`src/rtl/if_pkg.sv`:
```
// Shared types and constants for the instruction-fetch prefetch stage.
package if_pkg;
   localparam int XLEN_DEFAULT = 32;
   localparam int ILEN         = 4;

   typedef enum logic [1:0] {
      IDLE = 2'd0,
      BUSY = 2'd1,
      DROP = 2'd2
   } state_t;
endpackage

```
`src/rtl/if_queue.sv`:
```
// Circular prefetch buffer: power-of-two depth, separate count so full and empty are distinct.
module if_queue #(
   parameter int DEPTH = 4,
   parameter int W     = 64
) (
   input  logic                   clk,
   input  logic                   rst,
   input  logic                   push_i,
   input  logic                   pop_i,
   input  logic                   flush_i,
   input  logic [W-1:0]           data_i,
   output logic [W-1:0]           head_o,
   output logic [$clog2(DEPTH):0] count_o
);
   localparam int PW = $clog2(DEPTH);
   localparam int CW = PW + 1;

   logic [W-1:0]  buf_q [DEPTH];
   logic [PW-1:0] rd_q;
   logic [PW-1:0] wr_q;
   logic [CW-1:0] count_q;

   // Storage, pointers and occupancy; flush only rewinds bookkeeping.
   always_ff @(posedge clk or negedge rst) begin
      if (!rst) begin
         for (int i = 0; i < DEPTH; i++) begin
            buf_q[i] <= '0;
         end
         rd_q    <= '0;
         wr_q    <= '0;
         count_q <= '0;
      end else if (flush_i) begin
         rd_q    <= '0;
         wr_q    <= '0;
         count_q <= '0;
      end else begin
         if (push_i) begin
            buf_q[wr_q] <= data_i;
            wr_q        <= wr_q + PW'(1);
         end
         if (pop_i) begin
            rd_q <= rd_q + PW'(1);
         end
         count_q <= count_q + CW'(push_i) - CW'(pop_i);
      end
   end

   assign head_o  = buf_q[rd_q];
   assign count_o = count_q;
endmodule

```
`src/rtl/if_prefetch.sv`:
```
// Instruction-fetch stage: sequential word prefetch into a queue, with redirect flush and response drop.
module if_prefetch
   import if_pkg::*;
#(
   parameter int              XLEN     = XLEN_DEFAULT,
   parameter int              DEPTH    = 4,
   parameter logic [XLEN-1:0] RESET_PC = '0
) (
   input  logic            clk,
   input  logic            rst,
   output logic            mem_req,
   output logic [XLEN-1:0] mem_addr,
   input  logic            mem_ok,
   input  logic [XLEN-1:0] mem_data,
   input  logic            ex_if_pce,
   input  logic [XLEN-1:0] ex_if_pc,
   input  logic            stl,
   output logic            id_valid,
   output logic [XLEN-1:0] id_pc,
   output logic [XLEN-1:0] id_is
);
   localparam int CW = $clog2(DEPTH) + 1;

   state_t          state_q;
   logic            mem_req_q;
   logic [XLEN-1:0] mem_addr_q;
   logic [XLEN-1:0] fpc_q;

   logic [CW-1:0]     count_s;
   logic [CW-1:0]     count_next_s;
   logic [2*XLEN-1:0] head_s;
   logic [XLEN-1:0]   tgt_s;
   logic              ok_s;
   logic              push_s;
   logic              pop_s;
   logic              space_s;

   assign tgt_s = {ex_if_pc[XLEN-1:2], 2'b00};
   assign ok_s  = mem_req_q & mem_ok;

   // Queue control: a redirect flushes and voids both the response and the dequeue.
   always_comb begin
      push_s = 1'b0;
      pop_s  = 1'b0;
      if (ex_if_pce) begin
         count_next_s = '0;
      end else begin
         push_s       = (state_q == BUSY) & ok_s;
         pop_s        = (count_s != '0) & ~stl;
         count_next_s = count_s + CW'(push_s) - CW'(pop_s);
      end
      space_s = (count_next_s < CW'(DEPTH));
   end

   // Fetch FSM; the single outstanding request is never withdrawn before mem_ok.
   always_ff @(posedge clk or negedge rst) begin
      if (!rst) begin
         state_q    <= IDLE;
         mem_req_q  <= 1'b0;
         mem_addr_q <= '0;
         fpc_q      <= RESET_PC;
      end else begin
         case (state_q)
            IDLE: begin
               if (ex_if_pce) begin
                  mem_req_q  <= 1'b1;
                  mem_addr_q <= tgt_s;
                  fpc_q      <= tgt_s + XLEN'(ILEN);
                  state_q    <= BUSY;
               end else if (space_s) begin
                  mem_req_q  <= 1'b1;
                  mem_addr_q <= fpc_q;
                  fpc_q      <= fpc_q + XLEN'(ILEN);
                  state_q    <= BUSY;
               end else begin
                  state_q <= IDLE;
               end
            end
            BUSY: begin
               if (ex_if_pce && ok_s) begin
                  mem_addr_q <= tgt_s;
                  fpc_q      <= tgt_s + XLEN'(ILEN);
               end else if (ex_if_pce) begin
                  fpc_q   <= tgt_s;
                  state_q <= DROP;
               end else if (ok_s) begin
                  if (space_s) begin
                     mem_addr_q <= fpc_q;
                     fpc_q      <= fpc_q + XLEN'(ILEN);
                  end else begin
                     mem_req_q <= 1'b0;
                     state_q   <= IDLE;
                  end
               end else begin
                  state_q <= BUSY;
               end
            end
            DROP: begin
               if (ok_s && ex_if_pce) begin
                  mem_addr_q <= tgt_s;
                  fpc_q      <= tgt_s + XLEN'(ILEN);
                  state_q    <= BUSY;
               end else if (ok_s) begin
                  mem_addr_q <= fpc_q;
                  fpc_q      <= fpc_q + XLEN'(ILEN);
                  state_q    <= BUSY;
               end else if (ex_if_pce) begin
                  fpc_q <= tgt_s;
               end else begin
                  state_q <= DROP;
               end
            end
            default: begin
               state_q   <= IDLE;
               mem_req_q <= 1'b0;
            end
         endcase
      end
   end

   if_queue #(
      .DEPTH (DEPTH),
      .W     (2 * XLEN)
   ) u_queue (
      .clk     (clk),
      .rst     (rst),
      .push_i  (push_s),
      .pop_i   (pop_s),
      .flush_i (ex_if_pce),
      .data_i  ({mem_addr_q, mem_data}),
      .head_o  (head_s),
      .count_o (count_s)
   );

   assign mem_req  = mem_req_q;
   assign mem_addr = mem_addr_q;
   assign id_valid = (count_s != '0);
   assign id_pc    = head_s[2*XLEN-1:XLEN];
   assign id_is    = head_s[XLEN-1:0];
endmodule

```
`config.mk`:
```
export PLATFORM = sky130hd
export DESIGN_NAME = if_prefetch
export DESIGN_NICKNAME = d
export VERILOG_FILES = /design/src/rtl/if_pkg.sv /design/src/rtl/if_queue.sv /design/src/rtl/if_prefetch.sv
export SDC_FILE = /design/constraint.sdc
export NUM_CORES = 1
export LEC_CHECK = 0
export BUFFER_PORTS_ARGS = -buffer_cell sky130_fd_sc_hd__clkbuf_2
export CORE_MARGIN = 5
export CORE_UTILIZATION = 47
export DETAILED_ROUTE_END_ITERATION = 10
export GPL_ROUTABILITY_DRIVEN = 0
export PLACE_DENSITY = 0.65
export SYNTH_ARGS = -nofsm -noshare
export SYNTH_HDL_FRONTEND = slang
export SYNTH_SLANG_ARGS = --single-unit
```
`constraint.sdc`:
```
create_clock -name clk -period 3.7 [get_ports clk]
set_clock_uncertainty 0.15 [all_clocks]
set_input_delay 0 -clock clk [delete_from_list [all_inputs] [get_ports clk]]
set_output_delay 0 -clock clk [all_outputs]
set_load 0.05 [all_outputs]
```
==> flow_summary.yaml <==
timing:
  fin_crit_ns: 3.56
  fin_setup_tns_ns: 0
  maxSlewHeadroom: 0.310
  rsz0062_at_grt: "no"
  worst_pin_slew_ns: 1.03
  timing_hold_violations_final: 0
  slew_viol_final: 0
  layout_worst_path_cycle_share: 0.962
  setup_viol: 0
  fin_hold_ws_ns: 0.142
  fmax_ghz: 0.281
placed_design:
  placed_cell_area_um2: 20300
  portBuffers: 164
  hpwl_mm: 37.3
clock_network:
  insertion_delay_ns: 0.54
  numCtsBuffers: 37
  cts_sinks: 328
  cts_tree: "done"
  htree_levels: 2
  cts.path.max_buffers: 3
  clk_transition_reported_paths_ns: 0.06
  cts_setup_buffers: 0
  clock-root-buffer: "clkbuf_16"
floorplan:
  die_area_um2: 44500
  core_um2: 39800
  chipWidth_um: 211
  fp-row-count: 73
  fp.dieH_um: 211
  io_pins: 167
  initial_core_util: 0.477
yosys:
  ys_seq_elements: 328
  netlist_top_cells_area: "dfrtp_1, mux2_2, mux4_2, o21ai_0, nor2_1"
  yosys-top-cells-count: "dfrtp_1, mux2_2, o21ai_0"
  ys.flop_type: "dfrtp_1"
  netlist_area_um2: 19000
  netlist_instances: 1742
  ys_warn_count: 0
  yosysTopAreaCell: "dfrtp_1"
  syn_avg_cell_area_um2: 10.9
  synthesis.nets: 1826
  synth_edf_count: 0
  async_reset_ff_frac: 1.00
  synth_cell_types: 79
  yosysMostFrequentCell: "dfrtp_1"
  synth_top_area_share: 0.432
  yosysSeqAreaShare: 0.432
global_routing:
  grt_max_degree: 89
  overflow: 0
  antenna_found_initial: 2
  grt_pass1_vias: 15912
  grt_usage: 0.254
  grt_pass1_wl_mm: 90.8
critical_path:
  cp_max_fo: 30
  end_kind: "register"
  critPathLaunch: "state_q[1]"
  critPathArrivalTime_ns: 3.83
  r2r_start: "state_q[1]"
  required_ns: 3.97
  start_kind: "register"
  worstSetupPathType: "reg2reg"
detailed_routing:
  antenna_left: 0
  drtPass1Iterations: 6
  wl_per_cell_um: 23.3
  vias_per_cell: 6.34
  vias: 15677
  dr.first_iter.drc_count: 1715
  drt-total-wl_mm: 57.6
  drcViolationCount: 0
power:
  power_leakage_nw: 10.1
  ir_drop_mv: 0.666
  powerDensity_nw_per_um2: 911
layout:
  finalInstanceArea_um2: 22400
  syn_to_final_growth_pct: 18.0
  diodes: 0
  drive_gt1_frac: 0.331
  fill_cells: 3424
  finish.net_count: 2002
status:
  status: "complete, no violations"
run:
  max_cap_viol_count: 0
worst_hold_path:
  hp-class: "in2reg"
  worst_hold_startpoint: "mem_data[2]"
layout make-up:
| class | count | area, um2 | area share |
|---|---|---|---|
| Timing Repair Buffer | 302 | 2110 | 0.0943 |
| Clock buffer | 54 | 1080 | 0.0482 |
| Multi-Input combinational cell | 1231 | 10000 | 0.448 |
| Sequential cell | 328 | 8210 | 0.366 |
| Tap cell | 525 | 657 | 0.0293 |
| Clock inverter | 14 | 251 | 0.0112 |
| Inverter | 18 | 67.6 | 0.00301 |
logic make-up after synthesis:
kind of cell	after synthesis	synth area share
AO/OA/AOI/OAI	420	0.147
AND/OR/NAND/NOR	391	0.0981
multiplexers	353	0.245
flip-flops	328	0.432
buffers and inverters	184	0.0431
XOR/XNOR	51	0.0239
adder cells (fa/ha/maj)	15	0.0103
report_power, final:
group | internal [mW] | leakage [nW] | switching (mW)
Combinational | 3.83 | 5.08 | 6.95
Sequential | 4.51 | 4.39 | 1.14
Clock | 2.47 | 0.647 | 1.54
metrics by stage:
| stage | util | instances | worst slack [ns] | power, mW |
|---|---|---|---|---|
| global route | 0.563 | 2472 | 0.0318 | 21.4 |
| global placement | 0.511 | 2330 | 0.401 | 15.9 |
| detailed placement | 0.511 | 2330 | 0.310 | 16.1 |
| CTS | 0.563 | 2471 | 0.0950 | 20.3 |
| finish | 0.563 | 2472 | 0.139 | 20.4 |
| floorplan | - | 1742 | 0.844 | 12.9 |
placed cells by master (no fill, tap or decap), drive strengths merged, types with 6 or more instances in the layout:
cell type / count
dfrtp: 328
mux2: 258
clkbuf: 216
o21ai: 149
nor2: 126
nand2: 122
dlygate4sd3: 73
buf: 67
mux4: 64
a21oi: 56
nand3: 42
a221oi: 33
o221ai: 32
mux2i: 31
a22oi: 31
xnor2: 30
nor3: 25
o211ai: 21
xor2: 21
nand4: 21
inv: 19
ha: 14
o22ai: 13
and2: 11
a31oi: 11
and3: 11
a211oi: 10
nand2b: 8
o31ai: 8
nor4: 8
o311ai: 7
o21a: 6
bufinv: 6
timing repair:
action                                  4_1_cts  5_1_grt
hold buffers                                 73        0
gates resized for setup                       0        4
endpoints found under the setup margin        0        2
hold endpoints to repair                    321        0
registers in the layout (all words and copies together), names as in the netlist:
signal / count
mem_addr: 32
state_q: 2
mem_req: 1
u_queue.rd_q: 2
u_queue.count_o: 3
fpc_q: 30
u_queue.wr_q: 2
u_queue.buf_q: 256
worst max-delay path, stage by stage, from the launching register on:
cell and delay, ns:
dfrtp_1 0.41, inv_1 0.10, ha_1 0.22, buf_4 0.41, or2_1 0.49, a21o_1 0.23, buf_4 0.23, nor2_4 0.11
buf_4 0.23, a32oi_1 0.20, o21ai_0 0.10, dlygate4sd3_1 0.56
layer usage:
metal,share of wire,vias up,track usage
met2,0.46,802,0.400
met3,0.087,166,0.0483
met5,0.00036,-,0
met4,0.035,4,0.0896
met1,0.41,7836,0.354
li1,-,6869,-
final timing paths:
path / cells after the start / to / slack, ns
setup reg to reg: 11 / mem_addr[31] / 0.14
hold reg to reg: 1 / u_queue.buf_q[111] / 0.35
hold / removal: 3 / u_queue.buf_q[2] / 0.14
min in group asynchronous: 3 / u_queue.buf_q[138] / 0.48
setup / recovery: 11 / mem_addr[31] / 0.14
max in group asynchronous: 4 / u_queue.buf_q[119] / 1.09
(Power assumes the default switching activity.)
